$ cat src/rtl/ni_pkg.sv
// Shared definitions for the NI histogram block: FSM states, bin count and
// bin-index width.
package ni_pkg;

    localparam int NI_WIDTH  = 8;
    localparam int NBIN      = NI_WIDTH + 2;
    localparam int BIN_IDX_W = 4;

    typedef enum logic [1:0] {
        ST_IDLE,
        ST_ACCUM,
        ST_DRAIN,
        ST_DUMP
    } state_e;

    // Number of riu2 bins for a given code width: popcounts 0..w plus one non-uniform bin.
    function automatic int nbin_of(input int width);
        return width + 2;
    endfunction

endpackage

$ cat src/rtl/riu2_map.sv
// Combinational rotation-invariant uniform (riu2) mapping of an NI code to
// its histogram bin.
module riu2_map
    import ni_pkg::*;
#(
    parameter int WIDTH = 8
) (
    input  logic [WIDTH-1:0]     i_code,
    output logic [BIN_IDX_W-1:0] o_bin
);

    logic [BIN_IDX_W-1:0] ones;
    logic [BIN_IDX_W-1:0] trans;

    // NOTE: every variable written in always_comb gets a default first, so no path can infer a latch.
    always_comb begin
        ones  = '0;
        trans = '0;
        for (int k = 0; k < WIDTH; k++) begin
            ones  = ones + BIN_IDX_W'(i_code[k]);
            // The last point wraps around to point 0, closing the circle.
            trans = trans + BIN_IDX_W'(i_code[k] ^ i_code[(k == WIDTH - 1) ? 0 : k + 1]);
        end
        o_bin = (trans <= BIN_IDX_W'(2)) ? ones : BIN_IDX_W'(WIDTH + 1);
    end

endmodule

$ cat src/rtl/ni_histogram.sv
// Per-frame riu2 histogram of NI codes: two-stage accumulate pipeline, then a
// clear-on-read dump of all bins over a valid/ready handshake.
module ni_histogram
    import ni_pkg::*;
#(
    parameter int WIDTH = 8,
    parameter int CNT_W = 20
) (
    input  logic                 i_clk,
    input  logic                 i_rst,
    input  logic                 i_valid,
    input  logic [WIDTH-1:0]     i_code,
    input  logic                 i_sof,
    input  logic                 i_eof,
    output logic                 o_ready,
    output logic                 o_bin_valid,
    output logic [3:0]           o_bin_idx,
    output logic [CNT_W-1:0]     o_bin_cnt,
    input  logic                 i_bin_ready,
    output logic                 o_frame_done
);

    localparam int                   NB       = nbin_of(WIDTH);
    localparam logic [BIN_IDX_W-1:0] LAST_IDX = BIN_IDX_W'(NB - 1);
    localparam logic [CNT_W-1:0]     CNT_MAX  = '1;

    state_e               state_q, state_d;
    logic                 drain_q, drain_d;
    logic                 s1_valid_q, s1_valid_d;
    logic [BIN_IDX_W-1:0] s1_bin_q, s1_bin_d;
    logic [CNT_W-1:0]     cnt_q [NB];
    logic [CNT_W-1:0]     cnt_d [NB];
    logic                 bin_valid_q, bin_valid_d;
    logic [BIN_IDX_W-1:0] bin_idx_q, bin_idx_d;
    logic [CNT_W-1:0]     bin_cnt_q, bin_cnt_d;

    logic [BIN_IDX_W-1:0] code_bin;
    logic                 accept;
    logic                 count_code;
    logic                 restart;

    riu2_map #(.WIDTH(WIDTH)) u_riu2_map (
        .i_code (i_code),
        .o_bin  (code_bin)
    );

    assign o_ready      = (state_q == ST_IDLE) || (state_q == ST_ACCUM);
    assign accept       = i_valid && o_ready;
    // Outside a frame only a start-of-frame code is counted; everything else is dropped.
    assign count_code   = accept && ((state_q == ST_ACCUM) || i_sof);
    assign restart      = count_code && i_sof;

    assign o_bin_valid  = bin_valid_q;
    assign o_bin_idx    = bin_idx_q;
    assign o_bin_cnt    = bin_cnt_q;
    assign o_frame_done = bin_valid_q && i_bin_ready && (bin_idx_q == LAST_IDX);

    always_comb begin
        state_d     = state_q;
        drain_d     = drain_q;
        cnt_d       = cnt_q;
        bin_valid_d = bin_valid_q;
        bin_idx_d   = bin_idx_q;
        bin_cnt_d   = bin_cnt_q;

        s1_valid_d  = count_code;
        s1_bin_d    = code_bin;

        // A new frame start wipes the counters and drops the increment still in stage 2.
        if (restart) begin
            cnt_d = '{default: '0};
        end else if (s1_valid_q && (cnt_q[s1_bin_q] != CNT_MAX)) begin
            cnt_d[s1_bin_q] = cnt_q[s1_bin_q] + CNT_W'(1);
        end

        case (state_q)
            ST_IDLE, ST_ACCUM: begin
                if (count_code) begin
                    state_d = i_eof ? ST_DRAIN : ST_ACCUM;
                    drain_d = 1'b0;
                end
            end
            ST_DRAIN: begin
                if (drain_q) begin
                    state_d     = ST_DUMP;
                    bin_valid_d = 1'b1;
                    bin_idx_d   = '0;
                    bin_cnt_d   = cnt_q[0];
                end else begin
                    drain_d = 1'b1;
                end
            end
            ST_DUMP: begin
                if (i_bin_ready) begin
                    cnt_d[bin_idx_q] = '0;
                    if (bin_idx_q == LAST_IDX) begin
                        state_d     = ST_IDLE;
                        bin_valid_d = 1'b0;
                        bin_idx_d   = '0;
                        bin_cnt_d   = '0;
                    end else begin
                        bin_idx_d = bin_idx_q + BIN_IDX_W'(1);
                        bin_cnt_d = cnt_q[bin_idx_q + BIN_IDX_W'(1)];
                    end
                end
            end
            default: state_d = ST_IDLE;
        endcase
    end

    // NOTE: sequential state uses non-blocking assignments only, so every flop samples pre-edge values.
    always_ff @(posedge i_clk or posedge i_rst) begin
        if (i_rst) begin
            state_q     <= ST_IDLE;
            drain_q     <= 1'b0;
            s1_valid_q  <= 1'b0;
            s1_bin_q    <= '0;
            bin_valid_q <= 1'b0;
            bin_idx_q   <= '0;
            bin_cnt_q   <= '0;
            // NOTE: the counter array is reset because its contents are architectural: a reset must discard any partial frame.
            for (int i = 0; i < NB; i++) begin
                cnt_q[i] <= '0;
            end
        end else begin
            state_q     <= state_d;
            drain_q     <= drain_d;
            s1_valid_q  <= s1_valid_d;
            s1_bin_q    <= s1_bin_d;
            bin_valid_q <= bin_valid_d;
            bin_idx_q   <= bin_idx_d;
            bin_cnt_q   <= bin_cnt_d;
            cnt_q       <= cnt_d;
        end
    end

endmodule
$ cat config.mk
export PLATFORM = sky130hd
export DESIGN_NAME = ni_histogram
export DESIGN_NICKNAME = d
export VERILOG_FILES = /design/src/rtl/ni_pkg.sv /design/src/rtl/riu2_map.sv /design/src/rtl/ni_histogram.sv
export SDC_FILE = /design/constraint.sdc
export NUM_CORES = 1
export LEC_CHECK = 0
export ABC_AREA = 1
export CAP_MARGIN = 20
export CELL_PAD_IN_SITES_DETAIL_PLACEMENT = 1
export CELL_PAD_IN_SITES_GLOBAL_PLACEMENT = 1
export CORE_UTILIZATION = 40
export CTS_CLUSTER_DIAMETER = 100
export DETAILED_ROUTE_END_ITERATION = 16
export DONT_BUFFER_PORTS = 1
export PLACE_DENSITY = 0.68
export SLEW_MARGIN = 20
export SYNTH_ARGS = -nofsm -noshare
export SYNTH_HDL_FRONTEND = slang
export SYNTH_SLANG_ARGS = --single-unit
$ cat constraint.sdc
create_clock -name i_clk -period 19.8 [get_ports i_clk]
set_input_delay 1.98 -clock i_clk [delete_from_list [all_inputs] [get_ports i_clk]]
set_output_delay 1.98 -clock i_clk [all_outputs]
set_load 0.01 [all_outputs]
==> summary by stage, run 1 <==
Run status
The flow ran to the end, and the final reports show no timing, DRC or antenna violations.

STA
In the finished design, the share of the clock period the worst path needs comes to 29.1%. The final max-slew violation count is 0. The final hold violation count is 0. The number of setup violations in the final report is 0. On the final layout, the worst clock skew is 0.0180 ns.

The total negative slack for setup checks is 0 ns. Setup repair after global routing left no endpoint under its margin. The minimum clock period after layout is 5.76 ns. The minimum hold slack is 0.547 ns.

The worst-margin pin slew is 1.10 ns. The relative slew slack is 26.9%. Static timing analysis puts the maximum clock frequency at 0.174 GHz.

Critical path
The beginning of the worst register-to-register path is s1_bin_q[0]$_DFF_PP0_. The critical path endpoint is cnt_q[5]$_DFF_PP0_. Counting buffers and inverters, the worst setup path is 14 cells deep. The internal reg-to-reg setup slack is 14.04 ns. The critical path buffer and inverter count is 2.

The cell with the largest stage delay on the worst path is sky130_fd_sc_hd__nand3_2. The critical path start-end classification is register to register. The cell class contributing the biggest share of worst-path delay is simple AND/OR/NAND/NOR gates. Of all nets on the critical path, the largest fanout is 44. The critical path startpoint category is a register. The end of the worst register-to-register path is cnt_q[5]$_DFF_PP0_. Data arrives at the worst endpoint at 6.22 ns. The worst setup path startpoint is s1_bin_q[0]$_DFF_PP0_. The stage delay of the slowest cell on the critical path is 0.93 ns. The required time of the worst setup path is 20.26 ns. Among the stages of the critical path, the cell type that occurs most often is sky130_fd_sc_hd__nor2_1. The type of destination of the critical path is a register.

Counting cells, the worst reg-to-reg path comes to 14. Walking the worst path, the cells encountered are inv_2, nand2_1, o22ai_1, nor2_1, nor2_1, nor2_2, clkinv_1, ha_1, nand3_1, nor2_2, nand3_4, nand3_2, a21oi_1, nor2_1.

Clock network
The number of buffers inserted by hold repair at cts is 0. In this run, post-CTS repair resized a total of 0 instances. The clock-pin slew on the worst setup and hold paths is 0.06 ns. The post-CTS repair timing setup buffer count is 0. The clock tree from TritonCTS is built. The later-pin clock latency in the skew report is 0.59 ns. The cell chosen for the clock root is sky130_fd_sc_hd__clkbuf_16. Counting the buffers created by CTS gives 29. No sink is reached through more buffers than the 3 on the longest clock path. CTS built an H-tree with a depth of 1.

CTS saw 233 sinks.

Pwr
Dividing total power by cell area gives a power density of 146 nW/um^2. Sequential cells burn 30.9% of the power. Across the VDD grid, the largest voltage drop is 0.0741 mV. The switching fraction of total power is 49.8%. For this design the static power due to leakage is 9.03 nW.

In this run the power spent charging and discharging nets is 1.21 mW. The total power after layout is 2.43 mW. The combinational fraction of design power is 47.4%.

The clock share of power is 21.7%. Internal power comes to 1.22 mW.

Layout
The post-layout net count is 2,386. Of the cells placed in the final design, the portion with a size suffix greater than 1 is 5.39%. Compared with the post-synthesis result, the final layout area differs by 7.72%.

Excluding fillers, the count of instances in the completed layout stands at 2,884. The layout has 5,056 filler cells. The area of combinational cells with multiple inputs is 8010 sq um. The register area is 5840 sq um. Once layout is complete, the utilization of the core stands at 44.1%. 0 antenna diodes ended up in the layout.

Global routing
The busiest metal layer after global routing is met2. The first global-routing pass estimated 95.7 mm of wire. Entering global routing, the biggest net connects 116 pins. The total overflow left after global routing is 0. In the global route stage, overall resource usage came out at 32.5%.

The met3 usage is 3.51%. The via count of the first global-routing pass came to 15,700. The routing usage on met1 is 41.9%.

The fraction of met2 tracks used by global routing is 54.8%. The initial antenna violation count is 2.

Routing
The detailed-route DRC error count is 0. The total wire length is 62.7 mm. Dividing the detail-routed wire length by the instance count gives 21.8 um. The count of nets left with antenna violations once routing finished came out at 0. The pre-antenna-repair detailed-routing pass consisted of 5 iterations. The total number of vias is 15,600. The via count normalized by instance count is 5.39. For this block, the initial DRC count from the detailed router was 1,128.

Floorplan
For this configuration, the core starts out at a cell density of 40.9%. The die is 199 um tall. The die area is 39,500 sq um.

After floorplanning, the core was divided into 71 placement rows. The width of the chip is 199 um. The total core area is 37,800 sq um. In this run the count of I/O pins placed on the die edge is 41.

Yosys
The count of cell types in the netlist is 35. The portion of the post-synthesis area used by sequential elements is 37.7%. The synthesized design contains 233 register bits. The average cell area after synthesis is 6.36 sq um. For this run, asynchronously set or reset flops after synthesis account for 100%. Counting every net in the synthesized netlist gives 2,468. The number of standard cells after synthesis is 2,435. The primary flip-flop cell chosen by synthesis mapping is sky130_fd_sc_hd__dfrtp_1. The cell area that synthesis handed to floorplanning was 15,500 sq um. During synthesis, Yosys emitted a total of 0 warnings. Counting flops with a built-in enable in the synthesized netlist gives 0.

Placement
The number of port buffers is 0. Once detailed placement completed, the half-perimeter wirelength came to 40.7 mm. The congestion estimate from routability-driven global placement came to 0.934. Once placement completed, the tool counted placed cells totaling 2,833.

Min path
The tightest min-delay check is of the register to register type. In this run the most critical hold path is launched from drain_q$_DFFE_PP0P_.

Job
The count of maximum capacitance violations is 0.
placed cells by master, fill, tap and decap left out, types with 3 or more instances in the layout:
cell type	netlist	final
sky130_fd_sc_hd__clkbuf_1	73	8
sky130_fd_sc_hd__o21ai_1	7	7
sky130_fd_sc_hd__nand3b_1	6	6
sky130_fd_sc_hd__clkinv_1	5	5
sky130_fd_sc_hd__nand3_1	87	85
sky130_fd_sc_hd__ha_1	12	11
sky130_fd_sc_hd__inv_2	9	9
sky130_fd_sc_hd__clkinv_2	0	5
sky130_fd_sc_hd__nand2_1	747	747
sky130_fd_sc_hd__clkbuf_16	0	29
sky130_fd_sc_hd__xnor2_1	7	6
sky130_fd_sc_hd__a22oi_1	8	8
sky130_fd_sc_hd__o22ai_1	6	6
sky130_fd_sc_hd__dfrtp_1	233	230
sky130_fd_sc_hd__xor2_2	3	4
sky130_fd_sc_hd__a31oi_4	0	5
sky130_fd_sc_hd__nand2_2	7	7
sky130_fd_sc_hd__xor2_1	8	7
sky130_fd_sc_hd__buf_4	20	22
sky130_fd_sc_hd__o21ai_0	146	146
sky130_fd_sc_hd__nand4_1	38	38
sky130_fd_sc_hd__o211ai_1	21	21
sky130_fd_sc_hd__nor2_4	2	3
sky130_fd_sc_hd__nor2_2	7	9
sky130_fd_sc_hd__nand3_2	9	11
sky130_fd_sc_hd__clkbuf_8	0	5
sky130_fd_sc_hd__inv_1	284	283
sky130_fd_sc_hd__nand3_4	4	4
sky130_fd_sc_hd__nor2_1	503	500
sky130_fd_sc_hd__fa_1	7	7
sky130_fd_sc_hd__a21oi_1	122	120
cells by family after synthesis:
group                    synth area share [%]
flip-flops                               37.7
AND/OR/NAND/NOR                          36.8
AO/OA/AOI/OAI                            11.0
adder cells (fa/ha/maj)                  1.87
XOR/XNOR                                 1.16
buffers and inverters                    11.5
stage by stage:
step / area, sq um / worst slack [ns]
3_3_place_gp: 15800 / 14.42
2_1_floorplan: 15500 / 11.43
5_1_grt: 16700 / 13.61
4_1_cts: 16700 / 14.20
3_5_place_dp: 15800 / 14.27
6_report: 16700 / 14.04
flip-flops by register name, indices dropped and copies added (netlist names):
| register | cells |
|---|---|
| drain_q | 1 |
| o_bin_idx | 4 |
| state_q | 2 |
| cnt_q | 200 |
| o_bin_cnt | 20 |
| o_bin_valid | 1 |
| s1_bin_q | 4 |
| s1_valid_q | 1 |
tightest hold or removal path: cells and delay by family (launching register included):
kind	cells	cell delay, ns
AOI/OAI and AO/OA	1	0.09
buffers and inverters	1	0.05
DFF	1	0.37
per-layer routing:
| metal | share of wire [%] | vias up |
|---|---|---|
| li1 | - | 7324 |
| met1 | 44 | 7726 |
| met2 | 48 | 374 |
| met3 | 4.0 | 132 |
| met4 | 4.6 | 0 |
| met5 | 0 | - |
Yosys cell counts (7+ instances only):
cell type	instances	area, sq um
sky130_fd_sc_hd__inv_1	284	1070
sky130_fd_sc_hd__dfrtp_1	233	5830
sky130_fd_sc_hd__a21oi_1	122	611
sky130_fd_sc_hd__nand2_1	747	2800
sky130_fd_sc_hd__nor2_1	503	1890
sky130_fd_sc_hd__xnor2_1	7	61.3
sky130_fd_sc_hd__fa_1	7	140
sky130_fd_sc_hd__nand4_1	38	238
sky130_fd_sc_hd__buf_4	20	150
sky130_fd_sc_hd__buf_2	34	170
sky130_fd_sc_hd__o21ai_1	7	35.0
sky130_fd_sc_hd__xor2_1	8	70.1
sky130_fd_sc_hd__nand3_2	9	90.1
sky130_fd_sc_hd__nor2_2	7	43.8
sky130_fd_sc_hd__ha_1	12	150
sky130_fd_sc_hd__o21ai_0	146	731
sky130_fd_sc_hd__o211ai_1	21	158
sky130_fd_sc_hd__nand2_2	7	43.8
sky130_fd_sc_hd__inv_2	9	33.8
sky130_fd_sc_hd__clkbuf_1	73	274
sky130_fd_sc_hd__a31oi_1	7	43.8
sky130_fd_sc_hd__a22oi_1	8	60.1
sky130_fd_sc_hd__nand3_1	87	435
worst min-delay path by stage:
| stage | slack, ns | cells past startpoint | to |
|---|---|---|---|
| after floorplan | 0.49 | 2 | drain_q$_DFFE_PP0P_ |
| after global placement | 0.52 | 2 | drain_q$_DFFE_PP0P_ |
| after detailed placement | 0.53 | 2 | drain_q$_DFFE_PP0P_ |
| after CTS | 0.55 | 2 | drain_q$_DFFE_PP0P_ |
| after global routing | 0.60 | 2 | drain_q$_DFFE_PP0P_ |
| final | 0.55 | 2 | drain_q$_DFFE_PP0P_ |
area by class of cell:
type	instances	area share (%)
clock inverter	9	0.473
tap	511	3.83
timing repair buffer	22	0.990
sequential	233	35.0
inverter	298	6.75
multi-input combinational	1769	48.0
clock buffer	42	4.94
power groups by stage:
stage,Sequential [mW],Combinational [mW],Clock (mW)
final,0.751,1.15,0.526
after floorplan,0.700,0.773,0
after detailed placement,0.757,1.13,0
after global placement,0.753,1.10,0
after global routing,0.768,1.27,0.551
after CTS,0.750,1.14,0.534
(Power assumes the default switching activity.)
==> run 2: changes to the inputs <==
--- a/config.mk
+++ b/config.mk
@@ -13,7 +13,7 @@
 export CTS_CLUSTER_DIAMETER = 100
 export DETAILED_ROUTE_END_ITERATION = 16
 export DONT_BUFFER_PORTS = 1
-export PLACE_DENSITY = 0.68
+export PLACE_DENSITY = 0.71
 export SLEW_MARGIN = 20
 export SYNTH_ARGS = -nofsm -noshare
 export SYNTH_HDL_FRONTEND = slang
==> constraint.sdc (replaced) <==
create_clock -name i_clk -period 4.6 [get_ports i_clk]
set_input_delay 0.46 -clock i_clk [delete_from_list [all_inputs] [get_ports i_clk]]
set_output_delay 0.46 -clock i_clk [all_outputs]
set_load 0.01 [all_outputs]
==> summary by stage, run 2 (same netlist as run 1, synthesis figures left out) <==
Clock network
TritonCTS built the clock tree. The post-CTS repair timing setup buffer count is 0. The clock-pin slew on the worst setup and hold paths is 0.06 ns. The maximum count of clock buffers along a single path is 3. The total of cells resized after clock tree synthesis is 0. The number of sinks driven by the clock tree is 233.

At the later pin of the worst-skew pair, clock insertion delay measures 0.57 ns. CTS built an H-tree with a depth of 1. The number of buffers inserted by hold repair at cts is 1. The number of CTS-inserted buffers is 29. The cell chosen for the clock root is sky130_fd_sc_hd__clkbuf_16.

Placement
The routability-driven placement congestion ratio is 0.945. Once detailed placement completed, the half-perimeter wirelength came to 43.1 mm. The number of port buffers is 0.

The placed instances occupy a cell area of 16,100 sq um.

STA
The routed design could run at a clock period as short as 3.98 ns. The number of setup violations in the final report is 0. Setup repair after global routing left no endpoint under its margin.

The worst setup skew after layout is 0.0208 ns. The worst-margin pin slew is 1.06 ns. The final hold violation count is 0. In this run the tightest slew margin relative to its limit is 29.6%. After layout, the worst path uses 86.5% of the clock period.

The final max-slew violation count came to 0. Timing would allow up to 0.251 GHz. Final hold analysis gives a worst-case slack of 0.118 ns. Setup total negative slack on the finished layout was measured at 0 ns.

Layout
The number of fill cells in the layout is 5,057. The finished cells cover 17,000 sq um. The fraction of layout cells with a size suffix above 1 is 6.53%.

The most frequent standard cell in the layout excluding fill and tap cells is sky130_fd_sc_hd__nand2_1. The area added between synthesis and finish is 10.1%. Ranked by flip-flop count, first place goes to cnt_q. Leaving out fill and tap cells, the most frequent cells in the layout are 747 x sky130_fd_sc_hd__nand2_1, 501 x sky130_fd_sc_hd__nor2_1, 283 x sky130_fd_sc_hd__inv_1. The area of combinational cells with multiple inputs is 8000 sq um.

In the final design database the tool counted 2,414 nets. The number of diodes added for antenna fixing is 0. Summing all flip-flop and latch instances after layout gives 5840 sq um.

The flip-flop count of the largest register after layout is 200.

Critical path
The cell class contributing the biggest share of worst-path delay is simple AND/OR/NAND/NOR gates. The type of destination of the critical path is a register. STA puts the critical path data arrival time at 4.46 ns. At the worst endpoint, the required time is 5.09 ns. In this design, the stage delay of the slowest critical-path cell is 0.62 ns.

Counting buffers and inverters, the worst setup path is 15 cells deep. Traced cell by cell, the critical path runs through nor2_2, nand2_1, buf_4, nor2_1, a21oi_1, nand3_1, ha_1, nand3_1, nor2_2, nand3_4, buf_4, nand3_4, nand2_1, nand2_1, nor2_1. The worst setup path is launched from a register. The slowest stage of the critical path belongs to the cell sky130_fd_sc_hd__dfrtp_2. The length in cells of the worst reg-to-reg path is 15. By startpoint and endpoint, the worst setup path is classified as register to register.

Counting both buffers and inverters, the worst setup path holds a total of 2. The internal reg-to-reg setup slack is 0.62 ns. The cell repeated most along the worst path is sky130_fd_sc_hd__nand2_1. The critical-path maximum fanout is 34.

Pwr
The ratio of total power to cell area is 628 nW/um^2. The highest ir drop seen on vdd is 0.334 mV. For this design the static power due to leakage is 9.24 nW. The total power after layout is 10.7 mW.

Floorplan
The total area inside the core boundary comes to 37,800 sq um. The count of standard-cell rows is 71. The floorplan die height is 199 um. The width of the chip is 199 um. The initial core utilization is 40.9%. The number of top-level design ports is 41. The die covers 39,500 sq um.

Routing
In the routed layout, each cell is associated on average with a via count of 5.43. The post-route antenna net violation count is 0. The total wire length is 63.6 mm. Dividing the detail-routed wire length by the instance count gives 21.8 um. The detailed-route DRC error count is 0. The number of DRC markers in iteration 0 is 866. The total iterations of the first detailed-routing run is 5. Detailed routing inserted a total of 15,800 vias.

Global routing
The total track usage is 32.9%. The met3 usage is 4.53%. In this run the most used layer during global routing was met2. The routing usage on met1 is 41.5%. The via count of the first global-routing pass is 16,400. The maximum number of pins on one net before global-route repair is 97. The initial antenna violation count is 0. The fraction of met2 tracks used by global routing is 55.4%. The global-route wire length before repair is 97.6 mm.

The total overflow left after global routing is 0.

Run status
The flow ran to the end, and the final reports show no timing, DRC or antenna violations.

Min path
The cell depth of the worst hold path is 3. The min-delay analysis places its worst path in the category input port to register.

Job
The count of maximum capacitance violations is 0.
==> run 2: cell types whose count changed in the layout (fill, tap and decap cells not counted), sizes merged, moves of 2 or more <==
| cell | delta |
|---|---|
| bufinv | +2 |
| clkbuf | +2 |
| inv | -2 |
| buf | +27 |
==> run 2: worst reg2reg max path: stages, from the launching register on <==
cell	delay, ns
sky130_fd_sc_hd__dfrtp_2	0.62
sky130_fd_sc_hd__nor2_2	0.15
sky130_fd_sc_hd__nand2_1	0.21
sky130_fd_sc_hd__buf_4	0.36
sky130_fd_sc_hd__nor2_1	0.08
sky130_fd_sc_hd__a21oi_1	0.33
sky130_fd_sc_hd__nand3_1	0.18
sky130_fd_sc_hd__ha_1	0.29
sky130_fd_sc_hd__nand3_1	0.16
sky130_fd_sc_hd__nor2_2	0.08
sky130_fd_sc_hd__nand3_4	0.31
sky130_fd_sc_hd__buf_4	0.31
sky130_fd_sc_hd__nand3_4	0.40
sky130_fd_sc_hd__nand2_1	0.23
sky130_fd_sc_hd__nand2_1	0.08
sky130_fd_sc_hd__nor2_1	0.12
==> run 2: layer usage <==
metal	vias to the layer above	wire length, um
met5	-	0
met4	0	3330
met3	154	2860
met2	374	30200
met1	7922	27300
li1	7377	-
==> run 2: final timing paths <==
kind                                       start                     end
max in group asynchronous                  i_rst    cnt_q[141]$_DFF_PP0_
max                        s1_bin_q[0]$_DFF_PP0_     cnt_q[96]$_DFF_PP0_
min reg2reg                  drain_q$_DFFE_PP0P_     drain_q$_DFFE_PP0P_
max reg2reg                s1_bin_q[0]$_DFF_PP0_     cnt_q[96]$_DFF_PP0_
min in group asynchronous                  i_rst    cnt_q[113]$_DFF_PP0_
min                                        i_eof  state_q[0]$_DFFE_PP0P_
==> run 2: cell type report <==
cell class	count	share of cell area, %
clock inverter	9	0.705
tap	511	3.75
inverter	298	6.58
sequential	233	34.2
multi-input combinational	1769	46.9
clock buffer	44	5.06
timing repair buffer	50	2.73
==> run 2: report_power, final <==
group / switching (mW) / leakage (nW) / internal, mW
sequential: 0.491 / 3.16 / 2.68
combinational: 3.75 / 5.59 / 1.36
clock: 0.967 / 0.489 / 1.45
==> run 2: metrics by stage <==
| stage | instances | worst slack [ns] | util (%) |
|---|---|---|---|
| after global routing | 2914 | 0.382 | 45.0 |
| after global placement | 2860 | 0.811 | 42.4 |
| after detailed placement | 2860 | 0.733 | 42.4 |
| after CTS | 2914 | 0.678 | 45.0 |
| final | 2914 | 0.622 | 45.0 |
| after floorplan | 2435 | 1.09 | - |
